`config.mk`:
```
export PLATFORM = sky130hd
export DESIGN_NAME = timer_compare_datapath
export DESIGN_NICKNAME = d
export VERILOG_FILES = /design/src/rtl/timer_compare_datapath.sv
export SDC_FILE = /design/constraint.sdc
export NUM_CORES = 1
export LEC_CHECK = 0
export ABC_AREA = 1
export CORE_MARGIN = 4
export CORE_UTILIZATION = 35
export DETAILED_ROUTE_END_ITERATION = 8
export GPL_TIMING_DRIVEN = 0
export REMOVE_ABC_BUFFERS = 1
export SYNTH_ARGS = -nofsm -noshare
export SYNTH_HDL_FRONTEND = slang
export SYNTH_SLANG_ARGS = --single-unit
```
`constraint.sdc`:
```
create_clock -name clk -period 2.58 [get_ports clk]
set_input_delay 0.516 -clock clk [delete_from_list [all_inputs] [get_ports clk]]
set_output_delay 0.516 -clock clk [all_outputs]
set_load 0.005 [all_outputs]
```
`src/rtl/timer_compare_datapath.sv`:
```
// Timer-compare datapath: A/B/R registers, step counter,
// button pulse synchronizer and alarm ringer.
module timer_compare_datapath #(
  parameter int W        = 6,
  parameter int MOD_VAL  = 60,
  parameter int C_TERM   = 7,
  parameter int CW       = 3,
  parameter int RING_CYC = 16
) (
  input  logic         clk,
  input  logic         rst,
  input  logic         btn_set,
  input  logic [W-1:0] time_in,
  input  logic [W-1:0] set_in,
  input  logic [1:0]   s,
  input  logic         Kc,
  input  logic         La,
  input  logic         Lb,
  input  logic         Ea,
  input  logic         Lr,
  input  logic         Er,
  input  logic         Cc,
  input  logic         M,
  output logic         Ts,
  output logic         c7,
  output logic         Az,
  output logic         alarm,
  output logic [W-1:0] a_q
);

  localparam int RW = (RING_CYC > 1) ? $clog2(RING_CYC) : 1;
  localparam logic [W:0]    MOD_W  = (W+1)'(MOD_VAL);
  localparam logic [CW-1:0] CTERM  = CW'(C_TERM);
  localparam logic [RW-1:0] RLOAD  = RW'(RING_CYC - 1);

  typedef enum logic {
    IDLE = 1'b0,
    RING = 1'b1
  } ring_e;

  logic [W-1:0]  b_q, r_q;
  logic [W-1:0]  a_d, b_d, r_d;
  logic [W:0]    sum;
  logic [W:0]    sum_wrap;
  logic [CW-1:0] c_q, c_d;
  logic [RW-1:0] ring_cnt_q;
  ring_e         ring_q;
  logic          sync1_q, sync2_q, sync3_q;

  assign sum      = {1'b0, a_q} + {1'b0, b_q};
  assign sum_wrap = (sum >= MOD_W) ? (sum - MOD_W) : sum;
  assign c7       = (c_q == CTERM);

  // Next-state selection for A, B, R and the step counter
  always_comb begin
    a_d = a_q;
    b_d = b_q;
    r_d = r_q;
    c_d = c_q;
    if (La) begin
      unique case (s)
        2'b00:   a_d = time_in;
        2'b01:   a_d = set_in;
        2'b10:   a_d = sum_wrap[W-1:0];
        default: a_d = '0;
      endcase
    end else if (Ea) begin
      a_d = (a_q == '0) ? '0 : a_q - 1'b1;
    end
    if (Lb) b_d = set_in;
    if (Lr)      r_d = '0;
    else if (Er) r_d = time_in;
    if (Kc)      c_d = '0;
    else if (Cc) c_d = c_q + 1'b1;
  end

  // Datapath registers and the compare flag built from next values
  always_ff @(posedge clk or posedge rst) begin
    if (rst) begin
      a_q <= '0;
      b_q <= '0;
      r_q <= '0;
      c_q <= '0;
      Az  <= 1'b0;
    end else begin
      a_q <= a_d;
      b_q <= b_d;
      r_q <= r_d;
      c_q <= c_d;
      Az  <= (a_d == r_d);
    end
  end

  // Two-flop synchronizer plus registered rising-edge pulse
  always_ff @(posedge clk or posedge rst) begin
    if (rst) begin
      sync1_q <= 1'b0;
      sync2_q <= 1'b0;
      sync3_q <= 1'b0;
      Ts      <= 1'b0;
    end else begin
      sync1_q <= btn_set;
      sync2_q <= sync1_q;
      sync3_q <= sync2_q;
      Ts      <= sync2_q & ~sync3_q;
    end
  end

  // Ringer FSM: M (re)loads the count, alarm holds until it runs out
  always_ff @(posedge clk or posedge rst) begin
    if (rst) begin
      ring_q     <= IDLE;
      ring_cnt_q <= '0;
      alarm      <= 1'b0;
    end else begin
      unique case (ring_q)
        IDLE: begin
          if (M) begin
            ring_q     <= RING;
            ring_cnt_q <= RLOAD;
            alarm      <= 1'b1;
          end
        end
        RING: begin
          if (M) begin
            ring_cnt_q <= RLOAD;
          end else if (ring_cnt_q == '0) begin
            ring_q <= IDLE;
            alarm  <= 1'b0;
          end else begin
            ring_cnt_q <= ring_cnt_q - 1'b1;
          end
        end
        default: begin
          ring_q <= IDLE;
          alarm  <= 1'b0;
        end
      endcase
    end
  end

endmodule
```
==> out/qor_table.md, run 1 <==
| Metric | Reported | Unit |
|:---|:---|:---|
| Worst-Skew Late Latency | 0.29 | ns |
| Synth Register Bits | 32 | - |
| CTS Root Cell | clkbuf_8 | - |
| Placeable Area | 5510 | um^2 |
| Initial cell density of the core | 36.0 | % |
| Max capacitance violation total | 0 | - |
| Clock tree sinks | 32 | - |
| Clock Pin Slew Worst Setup and Hold Paths | 0.08 | ns |
| Clock H-tree levels | 2 | - |
| Total power density per cell area | 785 | nW/um^2 |
| Rel. slew slack | 68.2 | % |
| Worst hold path type | reg -> reg | - |
| CP Capture Type | register | - |
| Leak Pwr | 1.31 | nW |
| Synthesis warning total | 0 | - |
| Critical path arrival | 2.80 | ns |
| Worst ir drop on vdd | 0.411 | mV |
| Clock tree from TritonCTS | yes | - |
| Commonest non-fill, non-tap cells in the layout | nand2_1 (70), inv_1 (37), clkdlybuf4s50_1 (34) | - |
| Setup repair after global routing missed its margin | yes | - |
| Type of origin of the critical path | register | - |
| Final period util | 100 | % |
| Hold Worst Slack | 0.350 | ns |
| Max Fclk | 387 | MHz |
| Post-DP HPWL | 3610 | um |
| Netlist cell types | 24 | - |
| Worst-Margin Slew | 0.472 | ns |
| Worst setup path category | reg -> reg | - |
| Number of buffers between clock root and the deepest sink | 2 | - |
| First-pass detailed-route iteration total | 4 | - |
| Post-detailed-route count of antenna-violating nets | 0 | - |
| Remaining routing DRC violations | 0 | - |
| I/O pin count | 35 | - |
| Fraction of power consumed by the clock network | 22.7 | % |
| Antenna diode count | 0 | - |
| Maximum fanout along the worst path | 4 | - |
| Top-area cell type share of the netlist area | 40.4 | % |
| Part of the power in registers | 30.3 | % |
| Die H | 83.3 | um |
| Worst endpoint required time | 2.80 | ns |
| Horizontal die dimension | 83.3 | um |
| Filler cell count in the final layout | 557 | - |
| Fraction of power spent switching nets | 37.3 | % |
| Average wire per cell in the routed design | 12.3 | um |
| Power share of the combinational group | 47.0 | % |
| Final-report max-slew violation count | 0 | - |
| Largest net degree at the start of global routing | 33 | - |
| Synthesized area divided by synthesized cell count | 7.57 | um^2 |
| Sequential element share of the synthesized area | 40.4 | % |
| Cell Int Power | 0.00133 | W |
| Layout Area Growth over Synthesis | 36.2 | % |
| Register area | 803 | um^2 |
| Final-report setup violation count | 1 | - |
| Number of hold violations in the final report | 0 | - |
| Via Count | 1797 | - |
| Post-synthesis instance total | 262 | - |
| Minimum setup slack in the final design | -0.00172 | ns |
| Detailed-route wire length | 4790 | um |
| Vias in the first global route | 1691 | - |
| Placer Congestion | 0.850 | - |
| Global-route congestion overflow total | 0 | - |
| GRT Overall Usage | 14.1 | % |
| Net count reported at finish | 354 | - |
| Total die area | 6930 | um^2 |
| Buffers added on ports | 34 | - |
| Top cells by area, synth | dfrtp_1 (40%), nand2_1 (14%), ha_1 (7.6%) | - |
| Number of vias per cell | 4.62 | - |
| Initial antenna violation count | 0 | - |
| Area of the mapped netlist | 1980 | um^2 |
| Run status | finished, violations left | - |
| Iter 0 DRT Violations | 64 | - |
| Cell type contributing the most total cell area after synthesis | dfrtp_1 | - |
| Std cell rows | 27 | - |
| Violated checks | setup timing | - |
| TritonCTS buffer count | 5 | - |
| Sw Pwr | 0.000791 | W |
| Footprint of the multi-input gates | 1090 | um^2 |
| Crit path time final | 2.58 | ns |
| Most common cell after layout, fill and taps aside | nand2_1 | - |
| Clock skew after layout | 0.0110 | ns |
| Fraction of final layout cells with drive strength greater than 1 | 15.1 | % |
| First-pass GRT wire length | 7830 | um |
| Total power of the final layout | 0.00212 | W |
[metal layers]
| layer | global-route usage, % | vias to the layer above | wire [um] |
|---|---|---|---|
| met4 | 4.01 | 0 | 61 |
| met1 | 17.3 | 818 | 2140 |
| met3 | 3.37 | 4 | 174 |
| met5 | 0 | - | 0 |
| met2 | 24.3 | 33 | 2420 |
| li1 | - | 942 | - |
[through the flow]
step	TNS, ns	std cells	instance area [um^2]	worst slack [ns]	util (%)
2_1_floorplan	0	261	1980	0.0236	-
3_3_place_gp	-0.436	367	2410	-0.275	43.8
3_5_place_dp	-0.322	367	2410	-0.239	43.8
4_1_cts	0	376	2550	0.0115	46.4
5_1_grt	-0.179	389	2700	-0.179	49.1
6_report	-0.00172	389	2700	-0.00172	49.1
[critical path: stages, from the launching register on]
cell	delay, ns
dfrtp_1	0.43
ha_4	0.19
fa_2	0.41
xor2_2	0.20
ha_2	0.20
nor3b_2	0.16
nand3_1	0.10
o21ai_2	0.07
nand2_2	0.09
nand2_2	0.08
nand2_1	0.05
nand3_1	0.06
nand2_1	0.05
nand2_1	0.09
nand2_2	0.07
nand2_1	0.06
nand3_1	0.09
nor2_2	0.11
[what timing repair did]
action                                  CTS  global route
hold buffers                              0             0
hold endpoints to repair                  0             0
pin swaps                                 1             7
buffers inserted                          1            12
gates resized for setup                   6             6
endpoints found under the setup margin    4             1
[cells by family after synthesis]
| group | after synthesis | share of synthesized area (%) |
|---|---|---|
| adders and majority gates | 13 | 8.58 |
| and+or+nand+nor | 139 | 30.2 |
| DFF | 32 | 40.4 |
| muxes | 4 | 2.27 |
| buffers and inverters | 39 | 7.38 |
| xor gates and xnor gates | 8 | 3.91 |
| AOI/OAI and AO/OA | 27 | 7.26 |
[cell type report]
type / instances / area share (%)
Clock buffer: 5 / 2.55
Sequential cell: 32 / 29.7
Clock inverter: 3 / 1.57
Inverter: 38 / 5.28
Tap cell: 72 / 3.33
Multi-Input combinational cell: 191 / 40.3
Timing Repair Buffer: 48 / 17.2
[final timing paths]
kind                            cells past startpoint  startpoint  slack, ns       to
worst max-delay path                               17      a_q[0]     -0.002       Az
worst min-delay path                                0     sync1_q       0.35  sync2_q
worst max register to register                     17      a_q[0]     -0.002       Az
worst min register to register                      0     sync1_q       0.35  sync2_q
max in group asynchronous                           3         rst       1.69   b_q[5]
min in group asynchronous                           2         rst       0.47   b_q[1]
[sequential cells by signal (all words and copies together) (netlist names), 3 cells and up]
signal      count
a_q             6
ring_cnt_q      4
c_q             3
r_q             6
b_q             6
[power by group through the flow]
stage          combinational [W]  sequential [W]  clock (W)
2_1_floorplan           0.000624        0.000622          0
3_3_place_gp            0.000854        0.000641          0
3_5_place_dp            0.000862        0.000641          0
4_1_cts                 0.000904        0.000638   0.000490
5_1_grt                  0.00113        0.000649   0.000527
6_report                0.000996        0.000642   0.000482
[synth_stat cells, drive strengths merged]
master  instances
a21oi          11
o21ai          14
o21bai          2
nand3          24
nand4           2
inv            38
xor2            3
xnor2           5
ha             12
dfrtp          32
nor3b           1
or2             1
nor3            3
nor2           27
nand3b          2
clkbuf          1
mux2            4
fa              1
nand2          79
(Power assumes the default switching activity.)
==> run 2: changes to the inputs <==
--- a/config.mk
+++ b/config.mk
@@ -6,10 +6,12 @@
 export NUM_CORES = 1
 export LEC_CHECK = 0
 export ABC_AREA = 1
+export CORE_ASPECT_RATIO = 1.25
 export CORE_MARGIN = 4
 export CORE_UTILIZATION = 35
 export DETAILED_ROUTE_END_ITERATION = 8
 export GPL_TIMING_DRIVEN = 0
+export PLACE_DENSITY_LB_ADDON = 0.12
 export REMOVE_ABC_BUFFERS = 1
 export SYNTH_ARGS = -nofsm -noshare
 export SYNTH_HDL_FRONTEND = slang
==> run 2 against run 1 <==
Largest cell class unchanged. Combinational power down 0.7%. Clock power down 23%. The flow now finishes without violations. Count of clock-buffer cells in the layout unchanged. Via count down 3.6%. Sequential cell count unchanged.
==> out/qor_table.md, run 2 (synthesized netlist as in run 1, its figures left out) <==
| Metric | Reported | Unit | Delta |
|:---|:---|:---|:---|
| Run status | completed | - |  |
| Fraction of power spent switching nets | 38.8 | % | +1.5 points |
| Family of cells with the greatest summed delay on the critical path | simple AND/OR/NAND/NOR gates | - |  |
| GRT Overall Usage | 14.1 | % | +0.036 points |
| Hold Startpoint | sync1_q | - |  |
| Maximum fanout along the worst path | 4 | - | unchanged |
| First-pass GRT wire length | 7470 | um | -4.7% |
| Clock H-tree levels | 2 | - | unchanged |
| Initial cell density of the core | 36.2 | % | +0.17 points |
| Worst endpoint required time | 2.75 | ns | -0.05 ns |
| Total power density per cell area | 763 | nW/um^2 | -2.8% |
| Final-report setup violation count | 0 | - | -1 |
| Worst-Margin Slew | 0.442 | ns | -0.0302 ns |
| Clock skew after layout | 0.00668 | ns | -0.00428 ns |
| Delay of the slowest cell on the worst path | 0.42 | ns | about the same |
| Crit Reg-Reg Endpoint | Az | - |  |
| Power share of the combinational group | 49.8 | % | +2.8 points |
| Minimum setup slack in the final design | 0.0571 | ns | +0.0588 ns |
| Worst hold path type | reg -> reg | - |  |
| Buffering stage count on the worst path with inverters included | 0 | - | unchanged |
| Regs by FF count | a_q x6, b_q x6, r_q x6 | - |  |
| Cell with the biggest individual delay on the critical path | dfrtp_1 | - |  |
| CP Capture Type | register | - |  |
| Buffers added on ports | 34 | - | unchanged |
| Crit path time final | 2.52 | ns | -0.0588 ns |
| Max Fclk | 396 | MHz | +2.3% |
| Worst ir drop on vdd | 0.415 | mV | +0.85% |
| Detailed-route wire length | 4540 | um | -5.2% |
| Rel. slew slack | 70.2 | % | +2.0 points |
| Pre-CTS setup slack | -0.351 | ns | -0.112 ns |
| Antenna diode count | 0 | - | unchanged |
| Number of vias per cell | 4.65 | - | +0.58% |
| Critical-path cell list | ha_4, fa_2, xor2_2, ha_2, nor3b_4, nand3_1, o21ai_2, nand2_2, nand2_2, nand2_1, nand3_1, nand2_1, nand2_1, nand2_2, nand2_1, nand2_1, nand2_1, nor2_2 | - |  |
| Setup repair after global routing missed its margin | yes | - |  |
| Die H | 92.2 | um | +11% |
| Critical Path End | Az | - |  |
| Post-CTS Hold Buffers | 0 | - | unchanged |
| TritonCTS buffer count | 5 | - | unchanged |
| Clock Pin Slew Worst Setup and Hold Paths | 0.07 | ns | about the same |
| Placer Congestion | 0.810 | - | -4.8% |
| CP startpoint | a_q[0] | - |  |
| Fraction of power consumed by the clock network | 18.7 | % | -4.0 points |
| Largest net degree at the start of global routing | 33 | - | unchanged |
| Final-report max-slew violation count | 0 | - | unchanged |
| Number of hold violations in the final report | 0 | - | unchanged |
| Part of the power in registers | 31.5 | % | +1.2 points |
| Max capacitance violation total | 0 | - | unchanged |
| Core occupancy in the finished layout | 47.5 | % | -1.6 points |
| Worst Reg-to-Reg Cells | 18 | - | +1 |
| Average wire per cell in the routed design | 12.2 | um | -1.1% |
| Worst R2R Setup Slack | 0.06 | ns | +0.06 ns |
| Footprint of the multi-input gates | 1090 | um^2 | +0.12% |
| Global-route congestion overflow total | 0 | - | unchanged |
| I/O pin count | 35 | - | unchanged |
| Vias in the first global route | 1638 | - | -3.1% |
| Std cell rows | 30 | - | +11% |
| Worst setup path category | reg -> reg | - |  |
| Register area | 803 | um^2 | unchanged |
| Most common cell on crit path | nand2_1 | - |  |
| Horizontal die dimension | 75.3 | um | -9.5% |
| Type of origin of the critical path | register | - |  |
| Clock tree from TritonCTS | yes | - |  |
| Initial antenna violation count | 0 | - | unchanged |
| Leak Pwr | 1.27 | nW | -3.5% |
| Number of gates on the worst path with buffers counted | 18 | - | +1 |
| Post-detailed-route count of antenna-violating nets | 0 | - | unchanged |
| Commonest non-fill, non-tap cells in the layout | nand2_1 (71), inv_1 (37), clkdlybuf4s50_1 (34) | - |  |
| Filler cell count in the final layout | 567 | - | +1.8% |
| Layout Area Growth over Synthesis | 31.2 | % |  |
| Number of buffers between clock root and the deepest sink | 2 | - | unchanged |
| CTS Root Cell | clkbuf_8 | - |  |
| First-pass detailed-route iteration total | 4 | - | unchanged |
| Worst-Skew Late Latency | 0.28 | ns | about the same |
| Placeable Area | 5480 | um^2 | -0.48% |
| Total power of the final layout | 0.00198 | W | -6.4% |
| Launching point of the worst reg2reg path | a_q[0] | - |  |
| Cell Int Power | 0.00121 | W | -8.6% |
| Critical path arrival | 2.70 | ns | -0.10 ns |
| Sw Pwr | 0.000771 | W | -2.5% |
| Clock tree sinks | 32 | - | unchanged |
| Post-DP HPWL | 3610 | um | about the same |
| Total die area | 6940 | um^2 | +0.10% |
| Most common cell after layout, fill and taps aside | nand2_1 | - |  |
| Net count reported at finish | 347 | - | -2.0% |
| Fraction of final layout cells with drive strength greater than 1 | 12.9 | % | -2.2 points |
| Via Count | 1733 | - | -3.6% |
| Final period util | 97.8 | % | -2.3 points |
| Placed cell area | 2400 | um^2 | -0.42% |
| Iter 0 DRT Violations | 73 | - | +14% |
| Non-Filler Cell Area, Final | 2600 | um^2 | -3.7% |
| Remaining routing DRC violations | 0 | - | unchanged |
[run 2: how the worst min path moves through the flow]
| stage | endpoint | slack, ns | cells past startpoint |
|---|---|---|---|
| floorplan | sync2_q | 0.33 | 0 |
| global placement | sync2_q | 0.33 | 0 |
| detailed placement | sync2_q | 0.34 | 0 |
| CTS | sync2_q | 0.35 | 0 |
| global route | sync2_q | 0.37 | 0 |
| finish | sync2_q | 0.35 | 0 |
[run 2: what timing repair did]
item	CTS	global route
endpoints found under the setup margin	4	1
pin swaps	1	3
gates resized for setup	8	5
setup buffers	4	2
[run 2: metrics by stage]
stage | hold WS (ns) | TNS [ns] | instances
after floorplan | 0.331 | 0 | 261
after global placement | 0.332 | -0.796 | 359
after detailed placement | 0.337 | -0.743 | 359
after CTS | 0.353 | 0 | 370
after global routing | 0.366 | -0.141 | 373
final | 0.349 | 0 | 373
[run 2: worst register-to-register path, delay by kind of cell, from the launching register on]
kind,cells,cell delay [ns]
compound gates,1,0.07
xor+xnor,1,0.19
fa+ha+maj,3,0.76
flops,1,0.42
simple gates,13,0.98
[run 2: power by group through the flow]
stage | logic, W | registers, W | clock network (W)
2_1_floorplan | 0.000624 | 0.000622 | 0
3_3_place_gp | 0.000861 | 0.000637 | 0
3_5_place_dp | 0.000865 | 0.000638 | 0
4_1_cts | 0.000946 | 0.000625 | 0.000387
5_1_grt | 0.00113 | 0.000632 | 0.000410
6_report | 0.000989 | 0.000624 | 0.000371
[run 2: area by class of cell]
class | count | area share (%)
Clock buffer | 5 | 2.64
Sequential cell | 32 | 30.9
Timing Repair Buffer | 41 | 15.6
Tap cell | 64 | 3.08
Inverter | 38 | 5.48
Clock inverter | 2 | 0.481
Multi-Input combinational cell | 191 | 41.9
[run 2: per-layer routing]
metal	track usage, %	wire [um]
met3	3.84	199
met5	0	0
met2	25.5	2420
met1	15.8	1890
met4	3.50	38
